==> config.mk <==
export PLATFORM = sky130hd
export DESIGN_NAME = dance_game_sequencer
export DESIGN_NICKNAME = d
export VERILOG_FILES = /design/src/rtl/dance_game_pkg.sv /design/src/rtl/pattern_lfsr.sv /design/src/rtl/dance_game_sequencer.sv
export SDC_FILE = /design/constraint.sdc
export NUM_CORES = 1
export LEC_CHECK = 0
export ABC_AREA = 1
export CAP_MARGIN = 25
export CELL_PAD_IN_SITES_DETAIL_PLACEMENT = 1
export CELL_PAD_IN_SITES_GLOBAL_PLACEMENT = 2
export CORE_UTILIZATION = 32
export CTS_CLUSTER_DIAMETER = 80
export DETAILED_ROUTE_END_ITERATION = 6
export GPL_ROUTABILITY_DRIVEN = 0
export MAX_ROUTING_LAYER = met4
export PLACE_DENSITY_LB_ADDON = 0.1
export SLEW_MARGIN = 20
export SYNTH_ARGS = -nofsm -noshare
export SYNTH_HDL_FRONTEND = slang
export SYNTH_SLANG_ARGS = --single-unit
==> constraint.sdc <==
create_clock -name clock -period 2.5 [get_ports clock]
set_input_delay 0.5 -clock clock [delete_from_list [all_inputs] [get_ports clock]]
set_output_delay 0.5 -clock clock [all_outputs]
set_load 0.01 [all_outputs]
==> src/rtl/dance_game_pkg.sv <==
// Shared types and constants for the dance-off round controller and its datapath peers.
package dance_game_pkg;

    typedef enum logic [1:0] {
        StIdle      = 2'd0,
        StCountdown = 2'd1,
        StPlay      = 2'd2,
        StOver      = 2'd3
    } state_e;

    localparam int unsigned ARROW_W    = 4;
    localparam int unsigned TIMER_W    = 20;
    localparam int unsigned BEAT_CNT_W = 7;

    localparam logic [15:0] DEFAULT_SEED = 16'hACE1;
    // Galois feedback mask for taps 16,14,13,11 (right-shifting form).
    localparam logic [15:0] LFSR_TAPS    = 16'hB400;

    function automatic logic [ARROW_W-1:0] arrow_onehot(input logic [1:0] sel);
        return ARROW_W'(1) << sel;
    endfunction

endpackage

==> src/rtl/pattern_lfsr.sv <==
// 16-bit Galois LFSR used as the arrow-pattern entropy source; reusable by sound/visual blocks.
module pattern_lfsr
    import dance_game_pkg::*;
#(
    parameter logic [15:0] SEED = DEFAULT_SEED
) (
    input  logic        clock,
    input  logic        reset,
    input  logic        advance,
    input  logic        load_seed,
    output logic [15:0] value
);

    logic [15:0] value_q;
    logic [15:0] value_next;

    always_comb begin
        value_next = {1'b0, value_q[15:1]} ^ (value_q[0] ? LFSR_TAPS : 16'h0000);
    end

    always_ff @(posedge clock or negedge reset) begin
        if (!reset) begin
            value_q <= SEED;
        end else if (load_seed) begin
            value_q <= SEED;
        end else if (advance) begin
            value_q <= value_next;
        end
    end

    assign value = value_q;

endmodule

==> src/rtl/dance_game_sequencer.sv <==
// Round controller for a dance-off: idle -> countdown -> play -> over, with beat-grid patterns.
// Optional DANCE_DOUBLE_STEP_EN adds a rotate-by-2 second arrow on every 4th play beat.
module dance_game_sequencer
    import dance_game_pkg::*;
#(
    parameter int unsigned TICK_DIV        = 32,
    parameter int unsigned BEAT_TICKS      = 781250,
    parameter int unsigned VALID_TICKS     = 625000,
    parameter int unsigned COUNTDOWN_BEATS = 4,
    parameter int unsigned NUM_BEATS       = 64,
    parameter logic [15:0] SEED            = DEFAULT_SEED
) (
    input  logic                  clock,
    input  logic                  reset,
    input  logic                  start,
    input  logic                  abort,
    output logic                  game_active,
    output logic                  game_over,
    output logic [ARROW_W-1:0]    pattern_a,
    output logic [ARROW_W-1:0]    pattern_b,
    output logic                  pattern_valid,
    output logic [TIMER_W-1:0]    pattern_timer,
    output logic [BEAT_CNT_W-1:0] beat_count,
    output logic [1:0]            state
);

    localparam int unsigned DIV_W = (TICK_DIV > 1) ? $clog2(TICK_DIV) : 1;

    if (NUM_BEATS < 1 || NUM_BEATS > 127) begin : g_bad_num_beats
        $error("NUM_BEATS must be within 1..127");
    end

    state_e                state_q, state_d;
    logic [DIV_W-1:0]      div_q, div_d;
    logic [TIMER_W-1:0]    timer_q, timer_d;
    logic [BEAT_CNT_W-1:0] beat_q, beat_d;
    logic [ARROW_W-1:0]    pat_a_q, pat_a_d, pat_b_q, pat_b_d;
    logic                  valid_q, valid_d;
    logic                  start_q, armed_q;
    logic                  start_rise, running, tick, beat_end, load, lfsr_adv;
    logic [15:0]           lfsr_value;
    logic [11:0]           lfsr_unused;

    pattern_lfsr #(
        .SEED (SEED)
    ) u_lfsr (
        .clock     (clock),
        .reset     (reset),
        .advance   (lfsr_adv),
        .load_seed (1'b0),
        .value     (lfsr_value)
    );

    assign lfsr_unused = lfsr_value[15:4];

    // armed_q masks the first cycle out of reset so a start held through reset is not an edge.
    assign start_rise = start & ~start_q & armed_q;
    assign running    = (state_q == StCountdown) || (state_q == StPlay);
    assign tick       = running && (div_q == DIV_W'(TICK_DIV - 1));
    assign beat_end   = tick && (timer_q == TIMER_W'(BEAT_TICKS - 1));

    always_comb begin
        state_d  = state_q;
        div_d    = div_q;
        timer_d  = timer_q;
        beat_d   = beat_q;
        pat_a_d  = pat_a_q;
        pat_b_d  = pat_b_q;
        load     = 1'b0;
        lfsr_adv = 1'b0;

        if (running) begin
            div_d = tick ? '0 : div_q + DIV_W'(1);
            if (tick) begin
                timer_d = beat_end ? '0 : timer_q + TIMER_W'(1);
            end
            if (beat_end && beat_q != '1) begin
                beat_d = beat_q + BEAT_CNT_W'(1);
            end
        end

        unique case (state_q)
            StIdle: begin
                lfsr_adv = 1'b1;
                if (start_rise) begin
                    state_d = StCountdown;
                    div_d   = '0;
                    timer_d = '0;
                    beat_d  = '0;
                end
            end
            StCountdown: begin
                if (beat_end && beat_q == BEAT_CNT_W'(COUNTDOWN_BEATS - 1)) begin
                    state_d = StPlay;
                    beat_d  = '0;
                    load    = 1'b1;
                end
            end
            StPlay: begin
                if (beat_end) begin
                    if (beat_q == BEAT_CNT_W'(NUM_BEATS - 1)) begin
                        state_d = StOver;
                        beat_d  = BEAT_CNT_W'(NUM_BEATS);
                        pat_a_d = '0;
                        pat_b_d = '0;
                    end else begin
                        load = 1'b1;
                    end
                end
            end
            StOver: begin
                if (start_rise) begin
                    state_d = StCountdown;
                    div_d   = '0;
                    timer_d = '0;
                    beat_d  = '0;
                end
            end
            default: state_d = StIdle;
        endcase

        if (load) begin
            pat_a_d  = arrow_onehot(lfsr_value[1:0]);
            pat_b_d  = arrow_onehot(lfsr_value[3:2]);
`ifdef DANCE_DOUBLE_STEP_EN
            if (beat_d[1:0] == 2'b11) begin
                pat_a_d = pat_a_d | {pat_a_d[1:0], pat_a_d[3:2]};
                pat_b_d = pat_b_d | {pat_b_d[1:0], pat_b_d[3:2]};
            end
`endif
            lfsr_adv = 1'b1;
        end

        if (abort && state_q != StIdle) begin
            state_d  = StIdle;
            div_d    = '0;
            timer_d  = '0;
            beat_d   = '0;
            pat_a_d  = '0;
            pat_b_d  = '0;
            lfsr_adv = 1'b0;
        end

        valid_d = (state_d == StPlay) && ({1'b0, timer_d} < (TIMER_W + 1)'(VALID_TICKS));
    end

    always_ff @(posedge clock or negedge reset) begin
        if (!reset) begin
            state_q <= StIdle;
            div_q   <= '0;
            timer_q <= '0;
            beat_q  <= '0;
            pat_a_q <= '0;
            pat_b_q <= '0;
            valid_q <= 1'b0;
            start_q <= 1'b0;
            armed_q <= 1'b0;
        end else begin
            state_q <= state_d;
            div_q   <= div_d;
            timer_q <= timer_d;
            beat_q  <= beat_d;
            pat_a_q <= pat_a_d;
            pat_b_q <= pat_b_d;
            valid_q <= valid_d;
            start_q <= start;
            armed_q <= 1'b1;
        end
    end

    assign game_active   = (state_q == StPlay);
    assign game_over     = (state_q == StOver);
    assign pattern_a     = pat_a_q;
    assign pattern_b     = pat_b_q;
    assign pattern_valid = valid_q;
    assign pattern_timer = timer_q;
    assign beat_count    = beat_q;
    assign state         = state_q;

endmodule

; ---- Word level (Yosys, flattened, before mapping)
; Cells that the tools add are included.
[classes]
addsub = 3
magnitude_cmp = 1
n_eq_ne = 9
shifts = 2
n_mux = 40
n_bitwise = 4
n_reduce_logical = 14
[ops]
columns = operator, n
row1 = two-way mux 20 bit, 6
row2 = two-way mux 7 bit, 7
row3 = two-way mux 4 bit, 7
row4 = two-way mux 5 bit, 5
row5 = one-hot mux 7 bit (3 select lines), 1
row6 = "adder 20 x 1 -> 20 bit, second input constant", 1
row7 = "== test 20 bit, second input constant", 1
row8 = "< comparator 20 bit, second input constant", 1
row9 = two-way mux 16 bit, 1
row10 = bitwise XOR 15 x 16 -> 16 bit, 1
row11 = two-way mux 2 bit, 5
row12 = nonzero test 3 bit, 3
row13 = "<< shifter 1 x 2 -> 4 bit, first input constant", 2
row14 = "adder 7 x 1 -> 7 bit, second input constant", 1
row15 = "== test 7 x 2 -> 1 bit, second input constant", 1
row16 = "== test 7 x 6 -> 1 bit, second input constant", 1
row17 = "!= test 7 bit, second input constant", 1
row18 = "== test 2 bit, second input constant", 3
row19 = logical AND 1 bit, 6
row20 = two-way mux 1 bit, 6
row21 = one-hot mux 2 bit (3 select lines), 1
row22 = "adder 5 x 1 -> 5 bit, second input constant", 1
row23 = "== test 5 bit, second input constant", 1
row24 = AND reduction 3 bit, 1
row25 = other kinds (8), 9
[word_totals]
reg_bits = 61
out_inout_bits = 40
wordCells = 83

; ---- Depth between registers and ports, before layout
; Gate-level depths: netlist of the first run.
[logic_depth]
word_depth = 12
ltp_mapped = 17

; ---- Cells and area by module
; Synthesis of the first run repeated with hierarchy kept, for this count alone.
[unflattened]
cells_unflattened = 482
area_unflattened_um2 = 3634.7
[modules_own_cells]
columns = mod, instances, cells_each, area_per_inst_um2, seq_area_each_um2
row1 = dance_game_sequencer, 1, 406, 2930.3, 1126.1
row2 = pattern_lfsr, 1, 76, 704.4, 410.4

; ---- Worst setup path after synthesis of the first run
; No wires, ideal clock.
[synth_path]
path_kind = register -> register
startpoint = register state_q[0] (netlist: state[0])
endpoint = register u_lfsr.value_q[14] (netlist: u_lfsr.value[14])
setup_ps = 125
arrival_ps = 2028
required_ps = 2375
slack_ps = 347
path_stages_with_launch = 10
n_path_buf = 0
cell_sequence = dfrtp_1 > inv_1 > ha_1 > nand2_1 > inv_2 > nand3_1 > nor2_4 > nand3_2 > nand2_4 > mux2_2
[synth_between]
elab_chain_cells = 9
[synth_lines]
columns = element, line
row1 = "start, declared", dance_game_sequencer.sv:33  ; state_e state_q, state_d;
row2 = "start signal, assigned", dance_game_sequencer.sv:149  ; state_q <= StIdle;
row3 = "start signal, assigned", dance_game_sequencer.sv:159  ; state_q <= state_d;
row4 = == test 2 x 1 -> 1 bit / == test 2 bit (equally long branches), "dance_game_sequencer.sv:58, dance_game_sequencer.sv:82"
row5 = logical OR 1 bit, dance_game_sequencer.sv:58  ; assign running = (state_q == StCountdown) || (state_q == StPlay);
row6 = logical AND 1 bit, dance_game_sequencer.sv:59  ; assign tick = running && (div_q == DIV_W'(TICK_DIV - 1));
row7 = logical AND 1 bit, dance_game_sequencer.sv:60  ; assign beat_end = tick && (timer_q == TIMER_W'(BEAT_TICKS - 1));
row8 = logical AND 1 bit, dance_game_sequencer.sv:93  ; if (beat_end && beat_q == BEAT_CNT_W'(COUNTDOWN_BEATS - 1)) begin
row9 = two-way mux 1 bit, dance_game_sequencer.sv:93
row10 = one-hot mux 1 bit (2 select lines), dance_game_sequencer.sv:82  ; unique case (state_q)
row11 = two-way mux 1 bit, dance_game_sequencer.sv:122  ; if (load) begin
row12 = two-way mux 1 bit (*), dance_game_sequencer.sv:134  ; if (abort && state_q != StIdle) begin
row13 = "end signal, assigned", pattern_lfsr.sv:27  ; value_q <= value_next;
row14 = "end, declared", pattern_lfsr.sv:14  ; logic [15:0] value_q;
; Every way passes the cells marked *; elsewhere a longest branch is shown, timed or not.
; A chain may end at the register's enable or synchronous reset.

; ---- Worst setup path after layout of the first run
[layout_path]
startpoint = register div_q[0]
endpoint = register beat_q[2] (netlist: beat_count[2])
[layout_between]
elab_chain_cells = 10
[layout_lines]
columns = element, line
row1 = "start, declared", dance_game_sequencer.sv:34  ; logic [DIV_W-1:0] div_q, div_d;
row2 = "start signal, assigned", dance_game_sequencer.sv:160  ; div_q <= div_d;
row3 = == test 5 bit (*), dance_game_sequencer.sv:59
row4 = logical AND 1 bit (*), dance_game_sequencer.sv:59
row5 = logical AND 1 bit (*), dance_game_sequencer.sv:60
row6 = logical AND 1 bit, dance_game_sequencer.sv:77  ; if (beat_end && beat_q != '1) begin
row7 = two-way mux 7 bit, dance_game_sequencer.sv:77
row8 = two-way mux 7 bit, dance_game_sequencer.sv:72  ; if (running) begin
row9 = two-way mux 7 bit, dance_game_sequencer.sv:101  ; if (beat_q == BEAT_CNT_W'(NUM_BEATS - 1)) begin
row10 = two-way mux 7 bit, dance_game_sequencer.sv:100  ; if (beat_end) begin
row11 = one-hot mux 7 bit (3 select lines) (*), dance_game_sequencer.sv:82
row12 = two-way mux 7 bit (*), dance_game_sequencer.sv:134
row13 = named net beat_d[2], dance_game_sequencer.sv:36  ; logic [BEAT_CNT_W-1:0] beat_q, beat_d;
row14 = "end signal, assigned", dance_game_sequencer.sv:162  ; beat_q <= beat_d;
row15 = "end, declared", dance_game_sequencer.sv:36
; Mark *: on every way through the listed nets, which the timed path passes. The rest lies on a longest branch.

==> results_dict.tcl, run 1 <==
set metrics [dict create \
    status "finished clean" \
    grt_setup_unrepaired "false" \
    synth_top_area_share_pct 38.76 \
    period_needed_ps 2286 \
    start_util_pct 33.15 \
    yosys_register_bits 61 \
    yosysTopAreaCell "dfrtp_1" \
    synth.avg_cell_area_sq_um 7.777 \
    wire_length_reported_by_the_detailed_router_microns 9711 \
    place.detailed.hpwl_microns 7462 \
    timing.final.hold_violations 0 \
    cts.htree.levels 3 \
    required_time_at_the_endpoint_of_the_critical_path_ps 2770 \
    globalRouteOverflowTotal 0 \
    max_slew_violation_total_from_the_final_report 0 \
    worstMarginPinSlew_ps 699.1 \
    synth_cells 440 \
    setup.worst_path.start_class "flip-flop" \
    drcViolationCount 0 \
    cpMaxStageDelayCell "dfrtp_1" \
    clkSinkCount 61 \
    first_pass_iters 4 \
    main_flop_type_after_synthesis "dfrtp_1" \
    antenna_left 0 \
    synth_enable_flop_cells 0 \
    fin_setup_tns_ps 0 \
    grt_usage_pct 19.83 \
    die_y_microns 105.4 \
    fp-row-count 37 \
    final_min_period_over_clock_period_pct 91.46 \
    timing.critical_path.to_type "flip-flop" \
    antenna_violations_before_repair 0 \
    postSynth.asyncResetShare_pct 100.0 \
    timing.slew.headroom_pct 53.39 \
    cp.depth 12 \
    crit_family "simple AND/OR/NAND/NOR gates" \
    routed_via_density 4.771 \
    hold_path.class "in -> async" \
    synth_warnings 0 \
    clkLatencyLatePin_ps 350 \
    num_io_pins 44 \
    chipWidth_microns 105.4 \
    wl_per_cell_microns 15.03 \
    final_cells 646 \
    finish.instance_area_sq_mm 0.004375 \
    area.growth.synth_to_final_pct 27.86 \
    drt_first_iter_violations 55 \
    netlist_top_cells_count "104 x nand2_1, 64 x inv_1, 62 x nor2_1" \
    ir_worst_vdd_uv 431.2 \
    cts-root-buf "clkbuf_8" \
    grt_pass1_wl_microns 16500 \
    dr_total_vias 3082 \
    mappedNetlistNets 453 \
    yosysSeqAreaShare_pct 44.90 \
    finalClockSkew_ps 11.82 \
    number_of_setup_violations_in_the_final_report 0 \
    max_freq_ghz 0.4374 \
    worst-setup-path-type "reg -> reg" \
    final_nets 518 \
    die_area_sq_mm 0.01111 \
    cp_slowest_stage_delay_ps 400 \
    core_footprint_sq_mm 0.01032 \
    placedInstanceArea_sq_mm 0.004078 \
    worst-r2r-cell-count 12 \
    critical_path_buf_inv_count 2 \
    dpl.cell_count 626 \
    post-synth-top-count-cell "nand2_1" \
    netlist_top_cells_area "dfrtp_1 39%, nand2_1 11%, inv_1 7.0%, nor2_1 6.8%, dfstp_2 6.1%" \
    p_per_area_mw_per_mm2 811.5 \
    layout-drive-gt1-share_pct 14.31 \
    worst-endpoint-arrival_ps 2560 \
    cellLeakagePower_nw 2.044 \
    tritoncts "built" \
    grt_max_degree 28 \
    maxCapViolations 0 \
    synth_area_sq_mm 0.003422 \
    count_of_different_cell_masters_after_synthesis 36 \
    clockBufferDepth 2 \
    antennaDiodeCount 0 \
    grt_pass1_vias 3292 \
    crit_path_cell_trace "ha_1 > and3_1 > ha_1 > nand2_1 > inv_2 > nand3_1 > nor2_4 > buf_12 > a21oi_1 > nand2_1 > a31o_2 > nor3_1" \
    cts_inserted_buffers 9 \
    path_max_fanout 6 \
    placement.io_buffers 43 \
    worst_setup_hold_path_clk_slew_ps 80 \
]
## layer usage
layer	global-route usage, %	share of wire, %	wire length [microns]
met5	-	0	0
met4	7.646	1.5	150
met3	2.845	1.9	184
met2	34.40	51	4971
met1	23.18	45	4405
## path summary, 6_finish.rpt
check / end / from / slack, ps
setup / recovery: beat_count[2]$_DFF_PN0_ / div_q[0]$_DFF_PN0_ / 210
hold / removal: pattern_timer[5]$_DFF_PN0_ / reset / 190
setup reg to reg: beat_count[2]$_DFF_PN0_ / div_q[0]$_DFF_PN0_ / 210
hold reg to reg: u_lfsr.value[7]$_DFFE_PN1P_ / u_lfsr.value[8]$_DFFE_PN0P_ / 470
max in group asynchronous: u_lfsr.value[0]$_DFFE_PN1P_ / reset / 1530
min in group clock: u_lfsr.value[7]$_DFFE_PN1P_ / u_lfsr.value[8]$_DFFE_PN0P_ / 470
## worst register-to-register path, stage by stage, from the launching register on
cell and delay, ps:
dfrtp_1 400, ha_1 220, and3_1 190, ha_1 170, nand2_1 120, inv_2 80
nand3_1 130, nor2_4 70, buf_12 130, a21oi_1 180, nand2_1 100, a31o_2 280
nor3_1 150
## stage by stage
| step | power [W] | util [%] | setup slack, ps | hold slack [ps] |
|---|---|---|---|---|
| final | 0.003551 | 42.38 | 213.6 | 190.7 |
| after global routing | 0.003829 | 42.38 | 2.889 | 243.1 |
| after CTS | 0.003580 | 41.64 | 108.2 | 212.0 |
| after detailed placement | 0.002549 | 39.50 | 19.43 | 468.7 |
| after global placement | 0.002517 | 39.50 | 67.91 | 469.4 |
| after floorplan | 0.002146 | - | 347.1 | 204.4 |
## state kept, by name, summed over array words and instances (netlist names)
| name | count |
|---|---|
| armed_q | 1 |
| beat_count | 7 |
| div_q | 5 |
| pattern_a | 4 |
| pattern_b | 4 |
| pattern_timer | 20 |
| pattern_valid | 1 |
| start_q | 1 |
| state | 2 |
| u_lfsr.value | 16 |
## logic make-up after synthesis
| group | synth area share, % |
|---|---|
| simple gates | 31.70 |
| buf+inv | 8.007 |
| flops | 44.90 |
| compound gates | 6.947 |
| xor+xnor | 3.071 |
| fa+ha+maj | 3.291 |
| mux | 1.974 |
| other cells | 0.1096 |
## final cells by class
cell class                 count  area [sq um]
timing repair buffer          59         574.3
multi-input combinational    309          1629
clock buffer                   9         123.9
tap                          136         170.2
sequential                    61          1536
inverter                      65         244.0
clock inverter                 7         97.59
fill                        1301          5948
## cells in the final DEF, fill, tap and decap left out, drive strengths merged
cell,n
a31o,1
dfstp,8
o32ai,1
conb,1
clkdlybuf4s50,42
nor3,10
a32o,4
o21ai,16
clkinv,1
clkinvlp,2
buf,17
mux2,6
clkbuf,9
nand3,38
nand3b,1
and3,1
xor2,8
dfrtp,53
o21bai,1
xnor2,4
nand4,8
nor2,71
nand2,110
and2,1
ha,9
or2,2
bufinv,2
inv,67
a21oi,14
a211oi,2
## what timing repair did
action | CTS | global route
gates resized for setup | 0 | 6
setup buffers | 0 | 4
setup endpoints to repair | 0 | 1
hold buffers | 0 | 0
## power breakdown
group / internal [W] / total, W / switching, W / leakage (nW)
registers: 0.00123 / 0.00136 / 0.000132 / 0.793
clock network: 0.000566 / 0.00100 / 0.000439 / 0.106
logic: 0.000493 / 0.00118 / 0.000691 / 1.14
No activity file was read; power rests on OpenSTA's default activity.
==> inputs of run 2 (changes only) <==
--- a/config.mk
+++ b/config.mk
@@ -10,6 +10,7 @@
 export CELL_PAD_IN_SITES_DETAIL_PLACEMENT = 1
 export CELL_PAD_IN_SITES_GLOBAL_PLACEMENT = 2
 export CORE_UTILIZATION = 32
+export CTS_BUF_LIST = sky130_fd_sc_hd__clkbuf_16
 export CTS_CLUSTER_DIAMETER = 80
 export DETAILED_ROUTE_END_ITERATION = 6
 export GPL_ROUTABILITY_DRIVEN = 0
==> run 2 against run 1 <==
- clock skew fell by 4.0 ps
- largest cell class unchanged
- fmax down 0.37%
- cell count decreased by 0.15%
- die area unchanged
- count of clock-buffer cells in the layout is the same
==> results_dict.tcl, run 2 (synthesized netlist as in run 1, its figures left out) <==
set metrics [dict create \
    num_io_pins 44 \
    layout-drive-gt1-share_pct 13.95 \
    worst-setup-path-type "reg -> reg" \
    path_max_fanout 3 \
    setup.worst_path.start_class "flip-flop" \
    netSwitchingFraction_pct 33.43 \
    grt_pass1_wl_microns 16620 \
    area.growth.synth_to_final_pct 29.73 \
    final_nets 517 \
    setup.reg_to_reg.worst_slack_ps 210 \
    timing.final.hold_violations 0 \
    die_y_microns 105.4 \
    fin_setup_tns_ps 0 \
    placement.io_buffers 43 \
    first_pass_iters 4 \
    fillerInstances 1284 \
    cellLeakagePower_nw 2.076 \
    sequentialPowerShare_pct 35.3 \
    status "finished clean" \
    dr_total_vias 3067 \
    ff_latch_area_sq_mm 0.001536 \
    cts_hold_buffers 0 \
    timing.slew.headroom_pct 53.50 \
    grt_setup_unrepaired "false" \
    grt_max_degree 28 \
    grt_usage_pct 19.84 \
    tritoncts "built" \
    net_switching_power_of_the_design_w 0.001298 \
    drcViolationCount 0 \
    wire_length_reported_by_the_detailed_router_microns 9744 \
    die_area_sq_mm 0.01111 \
    timing.critical_path.to_type "flip-flop" \
    clockBufferDepth 2 \
    worst-endpoint-arrival_ps 2510 \
    worstMarginPinSlew_ps 697.6 \
    power.internal_w 0.002586 \
    cts.htree.levels 3 \
    routed_via_density 4.755 \
    worst_r2r_endpoint "pattern_valid$_DFF_PN0_" \
    hold_path.class "in -> async" \
    finalClockSkew_ps 7.803 \
    cts_inserted_buffers 9 \
    final_critical_path_setup_slack_ps 205.0 \
    preCtsSetupSlack_ps 19.43 \
    most_common_cell_after_layout_fill_and_taps_aside "nand2_1" \
    chipWidth_microns 105.4 \
    maxCapViolations 0 \
    multi_input_logic_area_sq_mm 0.001624 \
    most-common-layout-cells "103 x nand2_1, 64 x inv_1, 60 x nor2_1" \
    final_min_period_over_clock_period_pct 91.80 \
    max_slew_violation_total_from_the_final_report 0 \
    crit_path_start "div_q[1]$_DFF_PN0_" \
    place.detailed.hpwl_microns 7462 \
    antenna_left 0 \
    period_needed_ps 2295 \
    comb_power_share_pct 29.9 \
    part_of_the_total_power_dissipated_in_the_clock_network_pct 34.9 \
    grt_pass1_vias 3283 \
    clkLatencyLatePin_ps 320 \
    number_of_flip_flops_in_the_largest_register 20 \
    globalRouteOverflowTotal 0 \
    number_of_setup_violations_in_the_final_report 0 \
    clkSinkCount 61 \
    setup.worst_path.end "pattern_valid$_DFF_PN0_" \
    fp-row-count 37 \
    worst_setup_hold_path_clk_slew_ps 60 \
    core_footprint_sq_mm 0.01032 \
    cts-root-buf "clkbuf_16" \
    p_per_area_mw_per_mm2 875.0 \
    start_util_pct 33.15 \
    hold_ws_ps 218.9 \
    worst-r2r-cell-count 15 \
    antenna_violations_before_repair 0 \
    ir_worst_vdd_uv 446.3 \
    max_freq_ghz 0.4357 \
    antennaDiodeCount 0 \
    drt_first_iter_violations 48 \
    worst_r2r_startpoint "div_q[1]$_DFF_PN0_" \
    required_time_at_the_endpoint_of_the_critical_path_ps 2710 \
    wl_per_cell_microns 15.11 \
]
[run 2: cell types whose count changed in the layout (fill, tap and decap cells not counted)]
cell / before / now
clkbuf_16: 0 / 9
nand3_1: 34 / 35
nand3_2: 4 / 3
clkbuf_8: 9 / 0
buf_12: 2 / 0
buf_4: 13 / 14
[run 2: worst min path at each step]
stage | start | end | cells past startpoint
finish | reset | pattern_timer[5]$_DFF_PN0_ | 1
global route | reset | pattern_timer[5]$_DFF_PN0_ | 1
CTS | reset | pattern_timer[4]$_DFF_PN0_ | 1
detailed placement | u_lfsr.value[8]$_DFFE_PN0P_ | u_lfsr.value[7]$_DFFE_PN1P_ | 2
global placement | u_lfsr.value[4]$_DFFE_PN0P_ | u_lfsr.value[3]$_DFFE_PN0P_ | 2
floorplan | reset | armed_q$_DFF_PN0_ | 0
[run 2: worst max-delay path, stage by stage (launching register included)]
cell     delay [ps]
dfrtp_1         380
ha_1            190
and3_1          160
ha_1            130
nand2_1         100
buf_4           160
nor3_1          320
nand3_1         130
nand2_1          70
nand2_1          50
nand2_1          80
nand2_1          70
inv_1            80
nand3_1          70
nor2_1          120
a21oi_2          60
[run 2: area by class of cell]
type	instances	area share (%)
multi-input cells	309	36.58
flip-flops and latches	61	34.61
clock buffers	9	5.073
clock inverters	7	2.198
well taps	136	3.833
repair buffers	58	12.20
inverters	65	5.496
[run 2: layer usage]
| layer | wire [microns] | global-route usage [%] | vias to the layer above |
|---|---|---|---|
| met1 | 4478 | 23.53 | 1506 |
| met3 | 190 | 3.401 | 9 |
| met4 | 105 | 5.533 | 0 |
| met2 | 4969 | 34.59 | 32 |
| met5 | 0 | - | - |
| li1 | - | - | 1520 |
[run 2: timing repair]
action | CTS | global route
endpoints found under the setup margin | 0 | 9
setup buffers | 0 | 3
gates resized for setup | 0 | 5
[run 2: stage by stage]
step / total power (W) / cell area [sq um] / util (%) / std cells
after detailed placement: 0.002549 / 4078 / 39.50 / 626
after floorplan: 0.002146 / 3422 / - / 440
after CTS: 0.003932 / 4400 / 42.63 / 642
final: 0.003884 / 4439 / 43.00 / 645
after global placement: 0.002517 / 4078 / 39.50 / 626
after global routing: 0.004165 / 4439 / 43.00 / 645
[run 2: power by group through the flow]
stage,Combinational (W),Clock [W],Sequential (W)
floorplan,0.000791,0,0.00135
global placement,0.00114,0,0.00138
detailed placement,0.00116,0,0.00139
CTS,0.00118,0.00139,0.00137
global route,0.00133,0.00144,0.00140
finish,0.00116,0.00136,0.00137
